[config.mk]
export PLATFORM = sky130hd
export DESIGN_NAME = ram8_fifo_ctrl
export DESIGN_NICKNAME = d
export VERILOG_FILES = /design/src/rtl/ram8_fifo_ctrl.sv
export SDC_FILE = /design/constraint.sdc
export NUM_CORES = 1
export LEC_CHECK = 0
export CORE_ASPECT_RATIO = 0.5
export CORE_MARGIN = 2
export CORE_UTILIZATION = 44
export DETAILED_ROUTE_END_ITERATION = 16
export PLACE_DENSITY = 0.87
export SLEW_MARGIN = 5
export SYNTH_ARGS = -nofsm -noshare
export SYNTH_HDL_FRONTEND = slang
export SYNTH_SLANG_ARGS = --single-unit
[constraint.sdc]
create_clock -name clk -period 3.2 [get_ports clk]
set_input_delay 0.64 -clock clk [delete_from_list [all_inputs] [get_ports clk]]
set_output_delay 0.64 -clock clk [all_outputs]
set_load 0.005 [all_outputs]
[src/rtl/ram8_fifo_ctrl.sv]
// Sequencing front-end that turns an 8x16 RAM8 into a 9-entry FWFT FIFO.
// The RAM holds the tail of the queue; a registered output slot holds the head.
module ram8_fifo_ctrl (
  input  logic        clk,
  input  logic        rst_n,
  input  logic [15:0] in_data,
  input  logic        in_valid,
  output logic        in_ready,
  output logic [15:0] out_data,
  output logic        out_valid,
  input  logic        out_ready,
  output logic [3:0]  level,
  output logic [2:0]  ram_address,
  output logic        ram_write,
  output logic [15:0] ram_in,
  input  logic [15:0] ram_out
);

  // Handshakes: a word moves on a side only in a cycle where valid and ready
  // are both high at the rising edge; valid never waits on ready.

  logic [2:0]  wr_ptr;
  logic [2:0]  rd_ptr;
  logic [3:0]  ram_count;
  logic        out_valid_q;
  logic [15:0] out_data_q;

  logic pop;
  logic slot_free;
  logic ram_empty;
  logic fetch;
  logic bypass;
  logic accept;

  assign pop       = out_valid_q & out_ready;
  assign slot_free = !out_valid_q | pop;
  assign ram_empty = (ram_count == 4'd0);
  assign fetch     = slot_free & !ram_empty;
  assign bypass    = slot_free & ram_empty & in_valid;

  // The single RAM address port is either reading the head or writing the tail.
  assign in_ready    = !fetch & (ram_count < 4'd8);
  assign accept      = in_valid & in_ready;
  assign ram_address = fetch ? rd_ptr : wr_ptr;
  assign ram_write   = accept & !bypass;
  assign ram_in      = in_data;

  assign out_data  = out_data_q;
  assign out_valid = out_valid_q;
  assign level     = ram_count + {3'd0, out_valid_q};

  always_ff @(posedge clk or negedge rst_n) begin
    if (!rst_n) begin
      wr_ptr <= 3'd0;
    end else if (ram_write) begin
      wr_ptr <= wr_ptr + 3'd1;
    end
  end

  always_ff @(posedge clk or negedge rst_n) begin
    if (!rst_n) begin
      rd_ptr <= 3'd0;
    end else if (fetch) begin
      rd_ptr <= rd_ptr + 3'd1;
    end
  end

  // Write and fetch are mutually exclusive, so at most one adjustment per cycle.
  always_ff @(posedge clk or negedge rst_n) begin
    if (!rst_n) begin
      ram_count <= 4'd0;
    end else if (ram_write) begin
      ram_count <= ram_count + 4'd1;
    end else if (fetch) begin
      ram_count <= ram_count - 4'd1;
    end
  end

  always_ff @(posedge clk or negedge rst_n) begin
    if (!rst_n) begin
      out_valid_q <= 1'b0;
      out_data_q  <= 16'd0;
    end else if (fetch) begin
      out_valid_q <= 1'b1;
      out_data_q  <= ram_out;
    end else if (bypass) begin
      out_valid_q <= 1'b1;
      out_data_q  <= in_data;
    end else if (pop) begin
      out_valid_q <= 1'b0;
    end
  end

endmodule
Yosys cells after proc, flatten, opt, wreduce, memory -nomap -nowiden
Cells that the tools add are included.
Cells by class
  add/subtract/negate cells: 5
  order comparisons: 1
  muxes and demuxes: 8
  bitwise gates (word level): 8
  reduce and logical (&&, ||, !) cells: 8
Operators by type and width (count)
  16-bit two-way mux: 2
  4-bit two-way mux: 2
  1-bit AND: 7
  3-bit by 1-bit adder with 3-bit output (second input constant): 2
  4-bit by 1-bit adder with 4-bit output: 1
  4-bit by 1-bit adder with 4-bit output (second input constant): 1
  1-bit logical NOT: 4
  4-bit logical NOT: 1
  4-bit less-than comparator (second input constant): 1
  2-bit nonzero test: 2
  4-bit by 1-bit subtractor with 4-bit output (second input constant): 1
  1-bit two-way mux: 3
  3-bit two-way mux: 1
  3-bit nonzero test: 1
  1-bit OR: 1
Word-level totals
  register bits after elaboration: 27
  output and inout bits: 42

Longest topological paths before layout
Gate-level depths: netlist (run 1).
  word-level depth: 8
  mapped depth: 8

Worst setup path after synthesis (run 1)
No wires, ideal clock.
  path type: input port to flip-flop
  start point: input port out_ready
  end point: register ram_count[3]
  arrival time: 2.033 ns
  required time: 3.080 ns
  path slack: 1.047 ns
  cell stages on the path: 7
  buffers on the path: 1
  path through: nor4bb_1 > buf_2 > inv_1 > ha_1 > a21oi_1 > o211ai_1 > o211a_1
Between the ends
  word-level cells in the longest chain between the ends: 8
  elaborated cells between the ends (all ways): 12
Ends and longest elaborated chain
  from (decl): line 11  | input logic out_ready,
  1-bit AND *: line 35  | assign pop = out_valid_q & out_ready;
  1-bit OR *: line 36  | assign slot_free = !out_valid_q | pop;
  1-bit AND: line 38  | assign fetch = slot_free & !ram_empty;
  1-bit logical NOT: line 42  | assign in_ready = !fetch & (ram_count < 4'd8);
  1-bit AND: line 42
  1-bit AND: line 43  | assign accept = in_valid & in_ready;
  1-bit AND *: line 45  | assign ram_write = accept & !bypass;
  named net ram_write: line 14  | output logic ram_write,
  4-bit two-way mux / 2-bit nonzero test (equally long branches)
  to (signal assigned): line 73  | ram_count <= ram_count + 4'd1;
  to (signal assigned): line 75  | ram_count <= ram_count - 4'd1;
  to (decl): line 24  | logic [3:0] ram_count;
Mark *: on every way through the listed nets, which the timed path passes. The rest lies on a longest branch.
A chain may end at the register's enable or synchronous reset.

Final worst setup path (run 1)
  start point: input port out_ready
  end point: output port ram_address[0]
Between the ends
  word-level cells in the longest chain between the ends: 4
Ends and longest elaborated chain
  1-bit AND: line 35
  1-bit OR: line 36
  1-bit AND: line 38
  3-bit two-way mux: line 44  | assign ram_address = fetch ? rd_ptr : wr_ptr;
  to (decl): line 13  | output logic [2:0] ram_address,
No other way between the ends.

==> results of run 1 <==
==> cells in the mapped netlist, drive strengths merged <==
master	instances	share of area [%]
a221o	1	0.59
nor4	1	0.37
fa	1	1.2
or3	1	0.45
a21oi	2	1.3
and2	16	6.7
o21ai	1	0.97
ha	6	4.5
o211ai	1	0.45
o2bb2ai	16	8.3
inv	1	0.22
mux2	7	4.7
nor4bb	1	0.59
buf	21	9.7
clkbuf	4	2.1
dfrtp	27	40
or2b	1	0.52
nor2	2	0.45
xor2	4	2.1
o211a	1	0.59
mux2i	16	9.5
xnor2	4	2.1
or4	1	0.67
nor2b	1	0.37
nand2	1	0.22
nand3	3	0.89
nand4	1	0.37
==> cell type report <==
type,instances,area share [%]
timing repair buffer,82,33.5
multi-input combinational,89,33.6
clock inverter,1,0.311
sequential,27,28.0
clock buffer,3,1.71
tap,51,2.65
inverter,1,0.156
==> sequential cells by signal, indices dropped and copies added (netlist names) <==
name and cells:
rd_ptr 3, wr_ptr 3, out_data 16, out_valid 1, ram_count 4
==> final timing paths <==
check                                            to
min reg2reg                out_data[14]$_DFFE_PN0P_
max                                  ram_address[0]
min in group asynchronous  ram_count[3]$_DFFE_PN0P_
min                        out_data[14]$_DFFE_PN0P_
max in group asynchronous     wr_ptr[1]$_DFFE_PN0P_
max reg2reg                ram_count[3]$_DFFE_PN0P_
==> stage by stage <==
step                hold slack (ns)  power (mW)  instance area [sq um]  cells
floorplan                     0.344       0.911                   1680    142
global placement              0.467        1.22                   2360    250
detailed placement            0.473        1.25                   2360    250
CTS                           0.500        1.46                   2410    254
global route                  0.517        1.56                   2410    254
finish                        0.494        1.44                   2410    254
==> power groups by stage <==
| stage | combinational [mW] | clock [mW] | sequential, mW |
|---|---|---|---|
| after floorplan | 0.385 | 0 | 0.526 |
| after global placement | 0.668 | 0 | 0.554 |
| after detailed placement | 0.691 | 0 | 0.560 |
| after CTS | 0.702 | 0.204 | 0.559 |
| after global routing | 0.765 | 0.222 | 0.574 |
| final | 0.690 | 0.197 | 0.557 |
==> cell families after synthesis <==
kind of cell	Yosys count	share of synthesized area, %
XOR/XNOR	8	4.16
AO/OA/AOI/OAI	22	12.2
flip-flops	27	40.1
adder cells (fa/ha/maj)	7	5.65
multiplexers	23	14.2
AND/OR/NAND/NOR	29	11.6
buffers and inverters	26	12.0
==> routing by layer <==
metal	vias up	GRT usage, %	part of all wire, %
met5	-	0	0
met4	0	3.64	0.37
met3	2	3.46	4.7
met2	31	33.5	51
met1	619	22.4	44
li1	616	-	-
==> implementation parameters, run 1 <==
Parameter                              Value

STA
  Period minus WS final ... 3.07 ns
  Unrepaired setup endpoints after global routing ... no
  Number of hold violations in the final report ... 0
  Setup slack of the critical path after layout ... 0.135 ns
  Post-route clock period utilization ... 95.8%
  Tightest slew margin relative to the limit ... 55.1%
  Fmax ... 326 MHz
  Final setup violation count ... 0
  Total negative setup slack ... 0 ns
  Transition at the pin with the smallest max-transition slack ... 0.664 ns
  Number of pins with negative max-slew slack in the final report ... 0
  Clock Skews ... 0.00441 ns

GRT
  Antenna violations before repair ... 0
  Wire length of the first global-routing pass ... 6220 um
  Number of global-route vias before repair ... 1,348
  Aggregate global-route resource usage ... 17.7%
  Maximum number of pins on one net before global-route repair ... 28
  Total congestion overflow ... 0

Cells and area
  Final Util ... 68.0%
  Fraction of layout instances using a drive strength above 1 ... 15.8%
  Number of fillers in the final layout ... 261
  Post-synthesis to final-layout area growth ... 43.3%
  Combined flip-flop and latch cell area ... 676 sq um
  Final antenna diode count ... 0
  Area taken by multi-input logic gates ... 811 sq um
  NumNets Final ... 247
  Commonest non-fill, non-tap cells in the layout ... 77 x clkdlybuf4s50_1, 27 x dfrtp_1, 16 x mux2i_1, 16 x o2bb2ai_1, 10 x and2_2
  Most frequent standard cell in the layout excluding fill and tap cells ... clkdlybuf4s50_1

Hold path
  Min-Delay Path Class ... flip-flop to flip-flop
  Hold path startpoint ... out_data[14]$_DFFE_PN0P_
  Hold depth ... 1

Setup path
  Critical path depth in cells ... 5
  Crit path required time ... 2.56 ns
  Critical path arrival ... 2.43 ns
  Depth of the most critical reg-to-reg path ... 6
  Worst path top cell family by delay ... buffers and inverters
  Max stage delay on crit path ... 0.51 ns
  Register-to-register setup slack ... 0.69 ns
  Most used cell along the critical path ... clkdlybuf4s50_1
  Beginning of the critical path ... out_ready
  Sequence of cells on the critical path ... clkdlybuf4s50_1 -> nor2b_1 -> nor2_1 -> mux2_2 -> clkdlybuf4s50_1
  Largest fanout on the critical path ... 6
  WS Path Type ... primary input to primary output
  Startpoint of the worst-slack reg-to-reg timing path ... ram_count[3]$_DFFE_PN0P_
  Cell with the largest stage delay on the worst path ... clkdlybuf4s50_1
  Crit path buffers/inverters ... 2
  Crit start category ... primary input
  Sort of element at the end of the critical path ... primary output

Place
  I/O Buffers ... 77
  Placer Congestion ... 0.749
  Detailed Place HPWL ... 2840 um
  Pre-CTS setup slack ... 0.141 ns

Floorplanning
  Area enclosed by the die boundary ... 4370 sq um
  Die span in y ... 47.7 um
  Initial core utilization ... 47.4%
  Row cnt ... 15
  Die outline width ... 91.5 um
  Core region area ... 3550 sq um
  Number of top-level pins ... 78

Power and ir drop
  Cell area power density ... 599 nW/um^2
  Switch share ... 32.7%
  Internal power summed over all cells ... 0.971 mW
  Clock power share ... 13.6%
  Gate power share ... 47.8%
  Net switching component of the power ... 0.472 mW
  Part of the power in registers ... 38.6%
  Peak supply drop ... 0.569 mV
  P_leak ... 0.924 nW

Clocking
  Clock network latency to the later pin of the worst-skew pair ... 0.27 ns
  Post-CTS Repair Setup Buffers ... 0
  H-tree levels ... 1
  Number of buffers inserted during clock tree synthesis ... 3
  Cell at the root of the clock tree ... clkbuf_8
  Clock Sink Count ... 27
  Quantity of hold-fixing buffers added after cts ... 0
  TritonCTS clock tree ... built
  Gates resized, CTS repair ... 0
  Max Root-Sink Buffers ... 2
  Clock-pin transition on the worst setup and hold timing paths ... 0.09 ns

Job
  Number of max-cap violations ... 0

Route
  Routed Antenna Nets ... 0
  Drt first-iter violations ... 57
  Drt via density ... 4.99
  DR DRC count ... 0
  Via count of the routed design ... 1,268
  Detailed-route wire length per cell ... 14.8 um
  Wire length after detailed routing ... 3750 um
  First-pass DRT Iterations ... 4

Yosys
  Post-Syn Area ... 1680 sq um
  Synthesis-stage register bit count ... 27
  Sequential fraction of the synthesis area ... 40.1%
  Library cells used by synthesis ... 32
  Yosys warnings ... 0
  Number of instances in the synthesized netlist ... 142
  Synth Net Count ... 185
  Synthesized area per cell ... 11.9 sq um

Outcome
  Run status ... completed
No activity file was read; power rests on OpenSTA's default activity.
==> inputs of run 2 (changes only) <==
Settings changed: PLACE_DENSITY 0.87 to 0.89.
==> implementation parameters, run 2 (synthesis results as in run 1) <==
Parameter                              Value

Power and ir drop
  Gate power share ... 48.0% (+0.2 points)
  Switch share ... 32.3% (-0.44 points)
  Clock power share ... 13.6% (about the same)
  Internal power summed over all cells ... 0.972 mW (+0.12%)
  Net switching component of the power ... 0.463 mW (-1.9%)
  Part of the power in registers ... 38.4% (-0.2 points)
  Peak supply drop ... 0.453 mV (-20%)
  Cell area power density ... 596 nW/um^2 (-0.38%)
  P_leak ... 0.925 nW (+0.11%)

Floorplanning
  Number of top-level pins ... 78 (unchanged)
  Die span in y ... 47.7 um (unchanged)
  Row cnt ... 15 (unchanged)
  Core region area ... 3550 sq um (unchanged)
  Area enclosed by the die boundary ... 4370 sq um (unchanged)
  Die outline width ... 91.5 um (unchanged)
  Initial core utilization ... 47.4% (unchanged)

Route
  DR DRC count ... 0 (unchanged)
  Drt first-iter violations ... 56 (-1.8%)
  Detailed-route wire length per cell ... 15.2 um (+2.8%)
  Routed Antenna Nets ... 0 (unchanged)
  First-pass DRT Iterations ... 4 (unchanged)
  Wire length after detailed routing ... 3860 um (+2.8%)
  Drt via density ... 5.07 (+1.5%)
  Via count of the routed design ... 1,287 (+1.5%)

Cells and area
  Number of standard cells in the final layout excluding fillers ... 254 (unchanged)
  Commonest non-fill, non-tap cells in the layout ... 77 x clkdlybuf4s50_1, 27 x dfrtp_1, 16 x mux2i_1, 16 x o2bb2ai_1, 10 x and2_2
  Combined flip-flop and latch cell area ... 676 sq um (unchanged)
  Final Util ... 67.9% (-0.11 points)
  Post-synthesis to final-layout area growth ... 43.0%
  Max reg flops ... 16 (unchanged)
  Final antenna diode count ... 0 (unchanged)
  Area taken by multi-input logic gates ... 811 sq um (unchanged)
  Fraction of layout instances using a drive strength above 1 ... 15.3% (-0.49 points)
  Number of fillers in the final layout ... 255 (-2.3%)
  Most frequent standard cell in the layout excluding fill and tap cells ... clkdlybuf4s50_1
  NumNets Final ... 247 (unchanged)

Setup path
  R2R Path End ... ram_count[3]$_DFFE_PN0P_
  Critical path arrival ... 2.42 ns (about the same)
  WS Path Type ... primary input to primary output
  Depth of the most critical reg-to-reg path ... 7 (+1)
  Crit start category ... primary input
  Register-to-register setup slack ... 0.97 ns (+0.28 ns)
  Beginning of the critical path ... out_ready
  Largest fanout on the critical path ... 6 (unchanged)
  Crit path required time ... 2.56 ns (about the same)
  Critical path capture point ... ram_address[1]
  Startpoint of the worst-slack reg-to-reg timing path ... ram_count[3]$_DFFE_PN0P_
  Sort of element at the end of the critical path ... primary output

Place
  Placer Congestion ... 0.738 (-1.5%)
  I/O Buffers ... 77 (unchanged)
  Placed Instances ... 250 (unchanged)
  Detailed Place HPWL ... 2910 um (+2.3%)

Clocking
  Clock network latency to the later pin of the worst-skew pair ... 0.27 ns (about the same)
  H-tree levels ... 1 (unchanged)
  Clock-pin transition on the worst setup and hold timing paths ... 0.09 ns (about the same)
  Post-CTS Repair Setup Buffers ... 0 (unchanged)
  Max Root-Sink Buffers ... 2 (unchanged)
  Quantity of hold-fixing buffers added after cts ... 0 (unchanged)
  TritonCTS clock tree ... built
  Number of buffers inserted during clock tree synthesis ... 3 (unchanged)
  Gates resized, CTS repair ... 0 (unchanged)
  Clock Sink Count ... 27 (unchanged)
  Cell at the root of the clock tree ... clkbuf_8

STA
  Tightest slew margin relative to the limit ... 67.9% (+13 points)
  Number of hold violations in the final report ... 0 (unchanged)
  Total negative setup slack ... 0 ns (unchanged)
  Worst hold margin ... 0.492 ns (-0.00163 ns)
  Transition at the pin with the smallest max-transition slack ... 0.480 ns (-0.184 ns)
  Unrepaired setup endpoints after global routing ... no
  Final setup violation count ... 0 (unchanged)
  Fmax ... 327 MHz (+0.28%)
  Post-route clock period utilization ... 95.5% (-0.27 points)
  Clock Skews ... 0.00421 ns (-0.000202 ns)
  Period minus WS final ... 3.06 ns (-0.00856 ns)
  Number of pins with negative max-slew slack in the final report ... 0 (unchanged)

GRT
  Total congestion overflow ... 0 (unchanged)
  Aggregate global-route resource usage ... 18.2% (+0.42 points)
  Antenna violations before repair ... 0 (unchanged)
  Wire length of the first global-routing pass ... 6130 um (-1.5%)
  Number of global-route vias before repair ... 1,293 (-4.1%)
  Maximum number of pins on one net before global-route repair ... 28 (unchanged)

Job
  Number of max-cap violations ... 0 (unchanged)

Outcome
  Run status ... completed

Hold path
  Min-Delay Path Class ... flip-flop to flip-flop
  Hold path startpoint ... wr_ptr[2]$_DFFE_PN0P_
## run 2: routing by layer
layer	vias up	global-route usage, %	wire length [um]
li1	616	-	-
met1	639	21.3	1620
met2	32	36.2	2040
met3	0	4.57	194
met4	0	2.73	0
met5	-	0	0
## run 2: worst min-delay path by stage
stage,end,slack (ns),depth (start not counted)
2_1_floorplan,out_data[0]$_DFFE_PN0P_,0.34,0
3_3_place_gp,rd_ptr[2]$_DFFE_PN0P_,0.47,1
3_5_place_dp,rd_ptr[2]$_DFFE_PN0P_,0.47,1
4_1_cts,rd_ptr[2]$_DFFE_PN0P_,0.50,1
5_1_grt,out_data[13]$_DFFE_PN0P_,0.51,1
6_report,wr_ptr[2]$_DFFE_PN0P_,0.49,1
## run 2: layout make-up
cell class	instances	area share, %
Multi-Input combinational cell	89	33.7
Timing Repair Buffer	82	33.6
Sequential cell	27	28.1
Tap cell	51	2.65
Clock buffer	4	1.87
Inverter	1	0.156
## run 2: through the flow
step                      instance area, sq um  power [mW]  setup WS [ns]
after floorplan                           1680       0.911           1.05
after global placement                    2360        1.22          0.219
after detailed placement                  2360        1.25          0.133
after CTS                                 2410        1.45          0.135
after global routing                      2410        1.54         0.0143
final                                     2410        1.44          0.143
## run 2: critical path, cell delays in order
cell	delay, ns
clkdlybuf4s50_1	0.50
nor2b_1	0.07
nor2_1	0.36
mux2_2	0.39
clkdlybuf4s50_1	0.46
## run 2: power by group through the flow
stage,clock network [mW],registers (mW),logic (mW)
6_report,0.195,0.551,0.690
5_1_grt,0.211,0.570,0.762
4_1_cts,0.196,0.552,0.702
3_5_place_dp,0,0.559,0.695
3_3_place_gp,0,0.552,0.671
2_1_floorplan,0,0.526,0.385
==> inputs of run 3 (changes only) <==
Settings changed: HOLD_SLACK_MARGIN set to 0.05.
==> results of run 3 <==
Final layout, timing and power as in run 2 (identical DEF).
